**src/rtl/uart_pkg.sv**
```systemverilog
// rtl/uart_pkg.sv - shared UART constants, FSM encoding and vote helper
package uart_pkg;

  typedef enum logic [1:0] {
    ST_IDLE  = 2'd0,
    ST_START = 2'd1,
    ST_DATA  = 2'd2,
    ST_STOP  = 2'd3
  } uart_state_e;

  localparam int OVERSAMPLE = 16;
  localparam int MID_SAMPLE = 8;
  localparam int DATA_BITS  = 8;
  localparam int SAMPLE_W   = $clog2(OVERSAMPLE);
  localparam int BIT_IDX_W  = $clog2(DATA_BITS);

  // Two-of-three vote used for the mid-bit decision.
  function automatic logic majority3(input logic a, input logic b, input logic c);
    return (a & b) | (a & c) | (b & c);
  endfunction

endpackage

```
**src/rtl/uart_baud_tick.sv**
```systemverilog
// rtl/uart_baud_tick.sv - free-running oversample tick enable with sync clear
module uart_baud_tick #(
  parameter int TICK_DIV = 326
) (
  input  logic clk_i,
  input  logic reset_i,
  input  logic clr_i,
  output logic tick_o
);

  localparam int CNT_W = (TICK_DIV > 1) ? $clog2(TICK_DIV) : 1;
  localparam logic [CNT_W-1:0] CNT_MAX = CNT_W'(TICK_DIV - 1);

  logic [CNT_W-1:0] cnt_q, cnt_d;

  // Count 0..TICK_DIV-1; clear realigns the phase to the start edge.
  always_comb begin
    cnt_d = cnt_q + CNT_W'(1);
    if (clr_i || (cnt_q == CNT_MAX)) begin
      cnt_d = '0;
    end
  end

  // Tick counter register.
  always_ff @(posedge clk_i or posedge reset_i) begin
    if (reset_i) begin
      cnt_q <= '0;
    end else begin
      cnt_q <= cnt_d;
    end
  end

  // A clear cycle never produces a tick, so the new phase starts clean.
  assign tick_o = (cnt_q == CNT_MAX) && !clr_i;

endmodule

```
**src/rtl/uart_rx.sv**
```systemverilog
// rtl/uart_rx.sv - 8N1 receiver, 16x oversampled, 1-entry valid/ready holder
module uart_rx
  import uart_pkg::*;
#(
  parameter int TICK_DIV = 326
) (
  input  logic       clk,
  input  logic       reset,
  input  logic       rx,
  output logic [7:0] data,
  output logic       valid,
  input  logic       ready,
  output logic       frame_err,
  output logic       overrun,
  output logic       busy
);

  localparam logic [SAMPLE_W-1:0]  S_FIRST = SAMPLE_W'(MID_SAMPLE - 1);
  localparam logic [SAMPLE_W-1:0]  S_MID   = SAMPLE_W'(MID_SAMPLE);
  localparam logic [SAMPLE_W-1:0]  S_DEC   = SAMPLE_W'(MID_SAMPLE + 1);
  localparam logic [SAMPLE_W-1:0]  S_LAST  = SAMPLE_W'(OVERSAMPLE - 1);
  localparam logic [BIT_IDX_W-1:0] BIT_LAST = BIT_IDX_W'(DATA_BITS - 1);

  logic                 rx_meta_q, rxs_q;
  uart_state_e          state_q, state_d;
  logic [SAMPLE_W-1:0]  s_q, s_d;
  logic [BIT_IDX_W-1:0] bit_idx_q, bit_idx_d;
  logic [7:0]           shreg_q, shreg_d;
  logic [1:0]           smp_q, smp_d;
  logic [7:0]           data_q, data_d;
  logic                 valid_q, valid_d;
  logic                 frame_err_q, frame_err_d;
  logic                 overrun_q, overrun_d;

  logic tick, tick_clr, byte_done, decision;
  logic at_first, at_mid, at_dec, at_end;

  uart_baud_tick #(
    .TICK_DIV(TICK_DIV)
  ) u_tick (
    .clk_i  (clk),
    .reset_i(reset),
    .clr_i  (tick_clr),
    .tick_o (tick)
  );

  // Two-flop synchronizer; resets to the idle (high) line level.
  always_ff @(posedge clk or posedge reset) begin
    if (reset) begin
      rx_meta_q <= 1'b1;
      rxs_q     <= 1'b1;
    end else begin
      rx_meta_q <= rx;
      rxs_q     <= rx_meta_q;
    end
  end

  assign at_first = tick && (s_q == S_FIRST);
  assign at_mid   = tick && (s_q == S_MID);
  assign at_dec   = tick && (s_q == S_DEC);
  assign at_end   = tick && (s_q == S_LAST);
  // The third vote is the live synced level at the decision tick.
  assign decision = majority3(smp_q[1], smp_q[0], rxs_q);

  // Frame FSM: sample counter, vote capture, shifter and completion strobes.
  always_comb begin
    state_d     = state_q;
    s_d         = s_q;
    bit_idx_d   = bit_idx_q;
    shreg_d     = shreg_q;
    smp_d       = smp_q;
    tick_clr    = 1'b0;
    byte_done   = 1'b0;
    frame_err_d = 1'b0;

    if ((state_q != ST_IDLE) && tick) begin
      s_d = s_q + SAMPLE_W'(1);
      if (at_first) smp_d[1] = rxs_q;
      if (at_mid)   smp_d[0] = rxs_q;
    end

    case (state_q)
      ST_IDLE: begin
        s_d = '0;
        if (!rxs_q) begin
          state_d  = ST_START;
          tick_clr = 1'b1;
        end
      end
      ST_START: begin
        if (at_dec && decision) begin
          state_d = ST_IDLE;
        end else if (at_end) begin
          state_d   = ST_DATA;
          bit_idx_d = '0;
        end
      end
      ST_DATA: begin
        if (at_dec) begin
          shreg_d = {decision, shreg_q[7:1]};
        end
        if (at_end) begin
          if (bit_idx_q == BIT_LAST) begin
            state_d = ST_STOP;
          end else begin
            bit_idx_d = bit_idx_q + BIT_IDX_W'(1);
          end
        end
      end
      ST_STOP: begin
        // Leave at mid-stop so a following start edge is caught in time.
        if (at_dec) begin
          state_d = ST_IDLE;
          if (decision) begin
            byte_done = 1'b1;
          end else begin
            frame_err_d = 1'b1;
          end
        end
      end
      default: state_d = ST_IDLE;
    endcase
  end

  // Frame FSM state register.
  always_ff @(posedge clk or posedge reset) begin
    if (reset) begin
      state_q     <= ST_IDLE;
      s_q         <= '0;
      bit_idx_q   <= '0;
      shreg_q     <= '0;
      smp_q       <= 2'b11;
      frame_err_q <= 1'b0;
    end else begin
      state_q     <= state_d;
      s_q         <= s_d;
      bit_idx_q   <= bit_idx_d;
      shreg_q     <= shreg_d;
      smp_q       <= smp_d;
      frame_err_q <= frame_err_d;
    end
  end

  // Holding register: load when empty or being drained, else flag overrun.
  always_comb begin
    data_d    = data_q;
    valid_d   = valid_q;
    overrun_d = 1'b0;
    if (byte_done) begin
      if (!valid_q || ready) begin
        data_d  = shreg_q;
        valid_d = 1'b1;
      end else begin
        overrun_d = 1'b1;
      end
    end else if (valid_q && ready) begin
      valid_d = 1'b0;
    end
  end

  // Holding register state.
  always_ff @(posedge clk or posedge reset) begin
    if (reset) begin
      data_q    <= '0;
      valid_q   <= 1'b0;
      overrun_q <= 1'b0;
    end else begin
      data_q    <= data_d;
      valid_q   <= valid_d;
      overrun_q <= overrun_d;
    end
  end

  assign data      = data_q;
  assign valid     = valid_q;
  assign frame_err = frame_err_q;
  assign overrun   = overrun_q;
  assign busy      = (state_q != ST_IDLE);

endmodule

```
**config.mk**
```make
export PLATFORM = sky130hd
export DESIGN_NAME = uart_rx
export DESIGN_NICKNAME = d
export VERILOG_FILES = /design/src/rtl/uart_pkg.sv /design/src/rtl/uart_baud_tick.sv /design/src/rtl/uart_rx.sv
export SDC_FILE = /design/constraint.sdc
export NUM_CORES = 1
export LEC_CHECK = 0
export BUFFER_PORTS_ARGS = -buffer_cell sky130_fd_sc_hd__buf_2
export CORE_MARGIN = 4
export CORE_UTILIZATION = 60
export CTS_CLUSTER_SIZE = 28
export DETAILED_ROUTE_END_ITERATION = 8
export PLACE_DENSITY = 0.8
export SLEW_MARGIN = 20
export SYNTH_ARGS = -nofsm -noshare
export SYNTH_HDL_FRONTEND = slang
export SYNTH_SLANG_ARGS = --single-unit
```
**constraint.sdc**
```tcl
create_clock -name clk -period 3.4 [get_ports clk]
set_input_delay 0.51 -clock clk [delete_from_list [all_inputs] [get_ports clk]]
set_output_delay 0.51 -clock clk [all_outputs]
set_load 0.02 [all_outputs]
```
==> flow_metrics.py <==
metrics = {
    "timing": {
        "tightest_slew_ns": 0.6811,
        "setup_slack_ns": 1.213,
        "rsz0062_at_grt": "false",
        "min_period_ns": 2.187,
        "fin_tns_setup_ns": 0,
        "max_freq_ghz": 0.4573,
        "fin_skew_ns": 0.01565,
        "setup_viol": 0,
        "slew_viol_final": 0,
        "slew-limit-headroom": 0.5455,
        "finalCritPeriodShare": 0.6431,
        "final_hold_viol_count": 0,
    },
    "drt": {
        "drt_iter0_markers": 77,
        "first_pass_iters": 4,
        "vias": 1297,
        "drt.antenna.violating_nets": 0,
        "detail_route.vias_per_cell": 5.764,
        "drc": 0,
        "drt_wl_total_mm": 3.379,
        "wire_per_inst_um": 15.02,
    },
    "floorplanning": {
        "die_w_um": 65.15,
        "io_pins": 16,
        "dieArea_um2": 4244,
        "rows": 20,
        "start_util": 0.6366,
        "fp.coreArea_um2": 3078,
        "die_h_um": 65.15,
    },
    "setup_path": {
        "timing.rr.start": "u_tick.cnt_q[4]",
        "reg2regPathDepth": 4,
        "crit_path_start_kind": "flop",
        "cp.required_ns": 2.89,
        "r2r_setup_slack_ns": 1.33,
        "cp_slowest_cell": "dfrtp_1",
        "crit_arrival_ns": 1.68,
        "crit_fanout": 12,
        "cp_cell_sequence": "nor2_1 -> inv_1 -> buf_2",
        "critPathCaptureType": "output pin",
        "path_delay_family": "flip-flops",
        "crit_type": "flop to output pin",
        "worst-path-buf-inv": 2,
        "regToRegEndpoint": "shreg_q[0]",
        "critPathMaxStageDelay_ns": 0.53,
    },
    "placement": {
        "dp_slack_ns": 1.351,
        "post-dp-hpwl_mm": 2.467,
        "io_buffers": 15,
        "gp_congestion": 0.8584,
        "dp.cells": 217,
    },
    "yosys": {
        "synthesis.area_um2": 1959,
        "post-synth-top-area-fraction": 0.4725,
        "yosys.area.top_type": "dfrtp_1",
        "synth.distinct_cells": 43,
        "synth_nets": 171,
        "yosysWarnings": 0,
        "ys_ff_latch": 41,
        "synth.avg_cell_area_um2": 12.25,
        "synth_edf_count": 0,
        "yosysSeqAreaShare": 0.5262,
        "synth_area_leaders": "dfrtp_1, mux2_4, mux2_2, dfstp_2, ha_1",
        "async_flop_share": 1.000,
        "synth_ff_type": "dfrtp_1",
        "syn_inst": 160,
    },
    "grt": {
        "busiest_layer": "met2",
        "grt_usage": 0.1850,
        "grt_pass1_wl_mm": 6.085,
        "grt_use_met3": 0.05128,
        "use_met1": 0.2305,
        "grt_overflow_total": 0,
        "grtUsageMet2": 0.3129,
        "antenna_found_initial": 0,
        "grt_max_degree": 24,
        "grt_pass1_vias": 1364,
    },
    "clocking": {
        "ctsHoldBuffers": 0,
        "cts_made_buffers": 5,
        "clk_pin_slew_worst_paths_ns": 0.12,
        "h-tree-depth": 2,
        "cts.path.max_buffers": 2,
        "clock_latency_ns": 0.34,
        "post_cts_buffers": 0,
        "cts_resized": 0,
        "cts_tree": "built",
        "cts_sinks": 41,
        "root_buffer": "clkbuf_4",
    },
    "pwr": {
        "power_density_nw_per_um2": 406.0,
        "total_leakage_power_uw": 0.001063,
        "finalPower_uw": 881.8,
        "ir_worst_vdd_uv": 311.6,
    },
    "layout": {
        "diodes": 0,
        "drive_gt1_frac": 0.3094,
        "area_delta_synth_final_pct": 10.86,
        "fillers": 231,
        "fin_util": 0.7057,
        "fin_nets": 191,
        "instances_no_fill": 225,
    },
    "worst_hold_path": {
        "min_path_type": "input port to asynchronous set/reset pin",
    },
    "outcome": {
        "status": "finished clean",
    },
    "job": {
        "maxCapViolations": 0,
    },
}
## worst register-to-register path: cells and delay by family (launching register included)
family	cells	cell delay, ns
muxes	1	0.32
and+or+nand+nor	3	1.19
DFF	1	0.45
## per-stage QoR
step	area [um2]	hold slack (ns)
after floorplan	1959	0.3452
after global placement	2069	0.3458
after detailed placement	2069	0.3475
after CTS	2172	0.2459
after global routing	2172	0.2312
final	2172	0.2429
## flip-flops by register name (all words and copies together), names as in the netlist, named ones only
register and count:
state_q 1, overrun 1, bit_idx_q 3, s_q 4, frame_err 1, rx_meta_q 1
smp_q 2, u_tick.cnt_q 9, rxs_q 1, shreg_q 8, data 8, valid 1
## routing by layer
layer  vias up  part of all wire  wire length [um]
li1        610                 -                 -
met5         -                 0                 0
met3         8             0.033               113
met4         0             0.025                85
met1       652              0.44              1502
met2        27              0.50              1677
## cells by family after synthesis
family / synth area share
buffers and inverters: 0.02554
xor gates and xnor gates: 0.04470
AOI/OAI and AO/OA: 0.04726
and+or+nand+nor: 0.1820
muxes: 0.1245
DFF: 0.5262
adders and majority gates: 0.04981
## report_power, final
part	internal, uW	switching [uW]	total (uW)
combinational	2.18	9.13	11.3
clock	228	152	380
sequential	490	0.955	491
total	720	162	882
## worst max-delay path by stage
stage,from,to,slack [ns],cells past startpoint
2_1_floorplan,u_tick.cnt_q[4],shreg_q[0],1.47,5
3_3_place_gp,u_tick.cnt_q[4],shreg_q[7],1.40,4
3_5_place_dp,u_tick.cnt_q[4],shreg_q[5],1.35,4
4_1_cts,flop,busy,1.19,3
5_1_grt,flop,busy,1.04,3
6_report,flop,busy,1.21,3
## synthesized netlist by cell type (all sizes together), types with 2 or more instances
cell and instances:
nand2 7, nand3 10, nand4 5, or3b 2
o21ai 5, dfstp 4, dfrtp 37, xnor2 3
ha 7, nor3 2, clkbuf 2, inv 6
and4b 2, nor2b 2, nor2 17, a21oi 2
xor2 7, mux2 19, and4 2, and3 4
## placed cells by master, fill, tap and decap left out, types with 2 or more instances in the layout
cell type,count
nand4_1,5
or3b_2,2
and3_1,3
clkbuf_4,5
inv_1,6
xnor2_1,3
bufinv_16,2
buf_2,15
nor2b_1,2
dfstp_2,4
mux2_2,10
dfrtp_1,37
o21ai_0,4
xor2_1,7
ha_1,7
nand3_1,10
nand2_1,7
a21oi_1,2
mux2_4,8
nor2_1,16
## final cells by class
type                    count  area [um2]  share of cell area
repair buffers             16       82.58             0.03802
well taps                  44       55.05             0.02535
flip-flops and latches     41        1031              0.4747
inverters                   6       22.52             0.01037
multi-input cells         110       878.3              0.4044
clock buffers               5       37.54             0.01728
clock inverters             3       65.06             0.02995
Note: power is estimated with default switching activity, not from simulation.
